--- config.mk ---
export PLATFORM = sky130hd
export DESIGN_NAME = sic_jr_dispatch
export DESIGN_NICKNAME = d
export VERILOG_FILES = /design/src/rtl/sic_jr_dispatch.sv
export SDC_FILE = /design/constraint.sdc
export NUM_CORES = 1
export LEC_CHECK = 0
export ABC_AREA = 0
export CAP_MARGIN = 20
export CORE_MARGIN = 3
export CORE_UTILIZATION = 53
export CTS_CLUSTER_DIAMETER = 40
export DETAILED_ROUTE_END_ITERATION = 10
export PLACE_DENSITY = 0.86
export SETUP_SLACK_MARGIN = 0.15
export SYNTH_ARGS = -nofsm -noshare
export SYNTH_HDL_FRONTEND = slang
export SYNTH_SLANG_ARGS = --single-unit
--- constraint.sdc ---
create_clock -name clk -period 3.8 [get_ports clk]
set_input_delay 0.76 -clock clk [delete_from_list [all_inputs] [get_ports clk]]
set_output_delay 0.76 -clock clk [all_outputs]
set_load 0.005 [all_outputs]
--- src/rtl/sic_jr_dispatch.sv ---
// Issue-to-JR-sub-SIC dispatcher: one holding register feeding NUM_UNITS units through a
// round-robin arbiter, delivering each packet as a registered one-hot valid pulse.
module sic_jr_dispatch #(
    parameter int unsigned NUM_UNITS = 4,
    parameter int unsigned PKT_W     = 96,
    parameter int unsigned CNT_W     = 32
) (
    input  logic                 clk,
    input  logic                 rst,
    input  logic                 up_valid,
    output logic                 up_ready,
    input  logic [PKT_W-1:0]     up_pkt,
    input  logic                 flush,
    input  logic [NUM_UNITS-1:0] unit_req,
    output logic [NUM_UNITS-1:0] unit_valid,
    output logic [PKT_W-1:0]     unit_pkt,
    output logic                 hold_valid_o,
    output logic [CNT_W-1:0]     dispatch_cnt
);

    localparam int unsigned PtrW = (NUM_UNITS > 1) ? $clog2(NUM_UNITS) : 1;

    logic                 hold_valid_q;
    logic [PKT_W-1:0]     hold_pkt_q;
    logic [NUM_UNITS-1:0] unit_valid_q;
    logic [PKT_W-1:0]     unit_pkt_q;
    logic [PtrW-1:0]      rr_ptr_q;
    logic [CNT_W-1:0]     cnt_q;

    logic [NUM_UNITS-1:0] eligible;
    logic [NUM_UNITS-1:0] grant_onehot;
    logic [PtrW-1:0]      grant;
    logic [PtrW-1:0]      rr_next;
    logic                 grant_found;
    logic                 dispatch_now;
    logic                 accept;

    // A unit whose pulse is currently high must not be granted again, even if it keeps req high.
    assign eligible = unit_req & ~unit_valid_q;

    always_comb begin
        logic [31:0] idx;
        grant       = '0;
        grant_found = 1'b0;
        idx         = '0;
        for (int unsigned k = 0; k < NUM_UNITS; k++) begin
            idx = 32'(rr_ptr_q) + k;
            if (idx >= NUM_UNITS) begin
                idx = idx - NUM_UNITS;
            end
            if (!grant_found && eligible[idx[PtrW-1:0]]) begin
                grant_found = 1'b1;
                grant       = idx[PtrW-1:0];
            end
        end
    end

    always_comb begin
        grant_onehot = '0;
        for (int unsigned i = 0; i < NUM_UNITS; i++) begin
            grant_onehot[i] = (grant == PtrW'(i));
        end
    end

    always_comb begin
        if (NUM_UNITS == 1 || grant == PtrW'(NUM_UNITS - 1)) begin
            rr_next = '0;
        end else begin
            rr_next = grant + PtrW'(1);
        end
    end

    assign dispatch_now = hold_valid_q && grant_found && !flush;
    assign up_ready     = !flush && (!hold_valid_q || dispatch_now);
    assign accept       = up_valid && up_ready;

    always_ff @(posedge clk) begin
        if (rst) begin
            hold_valid_q <= 1'b0;
            hold_pkt_q   <= '0;
            unit_valid_q <= '0;
            unit_pkt_q   <= '0;
            rr_ptr_q     <= '0;
            cnt_q        <= '0;
        end else begin
            unit_valid_q <= dispatch_now ? grant_onehot : '0;
            if (dispatch_now) begin
                unit_pkt_q <= hold_pkt_q;
                rr_ptr_q   <= rr_next;
                cnt_q      <= cnt_q + CNT_W'(1);
            end
            // Flush wins; otherwise a new accept overwrites the slot just freed by dispatch.
            if (flush) begin
                hold_valid_q <= 1'b0;
            end else if (accept) begin
                hold_valid_q <= 1'b1;
                hold_pkt_q   <= up_pkt;
            end else if (dispatch_now) begin
                hold_valid_q <= 1'b0;
            end
        end
    end

    assign unit_valid   = unit_valid_q;
    assign unit_pkt     = unit_pkt_q;
    assign hold_valid_o = hold_valid_q;
    assign dispatch_cnt = cnt_q;

endmodule
==> impl_metrics.yaml <==
placed_design:
  dpl.cell_count: 1485
  place.gp.congestion: 0.799
  dp.final_hpwl_mm: 16.3
  io_buffers: 237
job:
  maxCapViolCount: 0
power_and_ir_drop:
  p_per_area_nw_per_um2: 425
  p_comb_frac: 0.071
  p_int_w: 0.00432
  power.switching_w: 0.00128
  pwr-share-clk: 0.480
  peakVddDrop_uv: 366
  p_leak_nw: 4.59
  seq_power_share: 0.450
  switching_share: 0.228
critical_path:
  endpoint_kind: "output pin"
  cp_max_fo: 8
  slowest_delay_ps: 600
  path_class: "input port to output pin"
  crit_arrival_ps: 2620
  crit_top_cell: "clkdlybuf4s50_1"
  crit_required_ps: 3040
  worstPathCellList: "clkdlybuf4s50_1 -> nor2b_1 -> nor4_4 -> a21oi_1 -> clkdlybuf4s50_1"
  cpMaxStageDelayCell: "nor2b_1"
  startpoint_type: "input port"
yosys:
  netlist_instances: 1081
  ys_ff_latch: 231
  synth_fp_nets: 1190
  synth_top_flop_cell: "dfxtp_1"
  yosysWarnings: 0
  ys_seq_area_frac: 0.482
  postSynthAreaPerCell_sq_um: 8.88
  synth_cell_type_count: 42
  synth-edff-count: 0
  synthArstFlopShare: 0
  syn-cell-area_sq_um: 9600
routing:
  routed_wl_mm: 24.4
  met3_length_mm: 1.92
  wl_met1_mm: 9.73
  initialDrtViolationCount: 447
  firstDrtPassIters: 6
  drc: 0
  route.met2.wl_mm: 12.0
  routed.top_layer: "met5"
  routedWlPerCell_um: 15.9
  vias_per_cell: 5.32
  via_count: 8179
  antenna_left: 0
cells_and_area:
  syn_to_final_growth_pct: 37.2
  final_cells: 1538
  n_antenna_cell: 0
  drive_gt1_frac: 0.0701
  nets: 1401
floorplan:
  die_w_um: 141
  die_h_um: 141
  io_pins: 238
  start_util: 0.548
  dieArea_sq_um: 19800
  core_sq_um: 17500
  num_rows: 48
global_routing:
  grt_pass1_vias: 8080
  grt.overflow.total: 0
  grt_use_total: 0.239
  grt_max_degree: 141
  antenna_found_initial: 1
  grt_pass1_wl_mm: 39.8
clock_tree:
  root_buffer: "clkbuf_16"
  htreeDepth: 1
  cts_tree: "yes"
  clk_pin_slew_ps: 60
  clock_latency_ps: 530
  cts.sinks: 231
  cts_resized: 0
  clk_path_buf_depth: 3
  cts_buffers: 30
  post_cts_buffers: 0
  ctsHoldBuffers: 0
sta:
  period_share: 0.889
  post-route-min-period_ps: 3380
  tightestPinTransition_ps: 961
  fmax_mhz: 296
  maxSlewViolCount: 0
  setup_viol: 0
  timing.setup.tns_ps: 0
  grt_setup_unrepaired: "no"
  relSlewSlack: 0.357
  finalHoldViolCount: 0
  clock_skew_ps: 11.8
hold_path:
  hold_path_class: "register to register"
outcome:
  status: "finished clean"
## cells by family (layout without fill, tap and decap cells)
group                      after synthesis  after routing  share of synthesized area
adders and majority gates                5              5                    0.00651
DFF                                    231            231                      0.482
AOI/OAI and AO/OA                      158            158                     0.0920
buffers and inverters                   88            320                     0.0387
xor gates and xnor gates                 1              1                   0.000912
muxes                                  103            103                      0.108
and+or+nand+nor                        495            495                      0.272
## cell usage after synthesis, types with 2 or more instances
library cell  number  area share
o21ai_0            3      0.0016
nand3_1           11      0.0057
nand4_1            4      0.0026
nand2_1          207       0.081
or3_1              3      0.0020
o31ai_1           17       0.013
buf_2             24       0.013
and3_1             2      0.0013
nor3_1             4      0.0021
or4b_2             3      0.0031
nor4_1             5      0.0033
and2_1             5      0.0033
clkbuf_1          53       0.021
inv_1              8      0.0031
nor2_1            14      0.0055
o41ai_1            4      0.0036
o221ai_1           2      0.0018
mux2i_1           96        0.10
a21oi_1          126       0.066
or4_1             20       0.016
mux2_2             7      0.0082
dfxtp_1          231        0.48
and4_1             3      0.0027
nand2b_1         197        0.13
ha_1               5      0.0065
nor2b_1           11      0.0072
## cell type report
cell class / count / area, sq um
fillers: 1253 / 4360
well taps: 225 / 282
flip-flops and latches: 231 / 4620
repair buffers: 259 / 2640
clock buffers: 33 / 772
clock inverters: 20 / 195
inverters: 8 / 30.0
multi-input cells: 762 / 4630
## placed cells by master, fill, tap and decap left out, types with 2 or more instances in the layout
master           count
mux2_2               7
nand4_1              4
or4_1               20
o31ai_1             17
buf_12               8
and3_1               2
o221ai_1             2
nor4_1               5
clkbuf_1             2
clkbuf_16           30
and2_1               5
mux2i_1             96
inv_6                2
a21oi_1            125
ha_1                 5
or4b_2               3
nor3_1               4
buf_4               14
clkdlybuf4s50_1    236
and4_1               3
or3_1                3
nand2b_1           197
o21ai_0              3
bufinv_16            2
nand3_1             11
o41ai_1              4
nand2_1            207
clkinvlp_4           3
inv_1                8
nor2b_1             11
clkinv_2             7
clkinv_4             5
nor2_1              14
dfxtp_1            231
## power by group through the flow
stage | clock (W) | combinational (W) | sequential [W]
2_1_floorplan | 0 | 0.000215 | 0.00256
3_3_place_gp | 0 | 0.000387 | 0.00257
4_1_cts | 0.00273 | 0.000398 | 0.00252
3_5_place_dp | 0 | 0.000395 | 0.00257
6_report | 0.00268 | 0.000396 | 0.00252
5_1_grt | 0.00285 | 0.000432 | 0.00252
## routing by layer
metal  global-route usage  vias to the layer above
met4               0.0796                        2
met2                0.415                      264
met5                    0                        -
li1                     -                     4036
met1                0.292                     3826
met3               0.0587                       51
## metrics by stage
stage | utilization | cell area, sq um | setup slack (ps) | hold slack [ps] | power, W
after floorplan | - | 9600 | 1460 | 432 | 0.00278
after global placement | 0.696 | 12200 | 474 | 437 | 0.00295
after detailed placement | 0.696 | 12200 | 422 | 442 | 0.00296
after CTS | 0.751 | 13200 | 411 | 451 | 0.00565
after global routing | 0.751 | 13200 | 306 | 461 | 0.00580
final | 0.751 | 13200 | 421 | 445 | 0.00560
## flip-flops by register name (all words and copies together) (netlist names)
signal	flops
hold_pkt_q	96
unit_pkt	96
hold_valid_o	1
unit_valid	4
rr_ptr_q	2
dispatch_cnt	32
## worst paths after layout
kind                       start             end  slack [ps]  cells past startpoint
setup / recovery     unit_req[3]        up_ready         420                      5
hold / removal    hold_pkt_q[38]    unit_pkt[38]         440                      2
setup reg to reg   unit_valid[3]  hold_pkt_q[56]        1440                      6
hold reg to reg   hold_pkt_q[38]    unit_pkt[38]         440                      2
## worst max-delay path, delay by kind of cell
kind / cells / cell delay [ps]
AOI/OAI and AO/OA: 1 / 170
buffers and inverters: 2 / 960
and+or+nand+nor: 2 / 720
(Power assumes the default switching activity.)
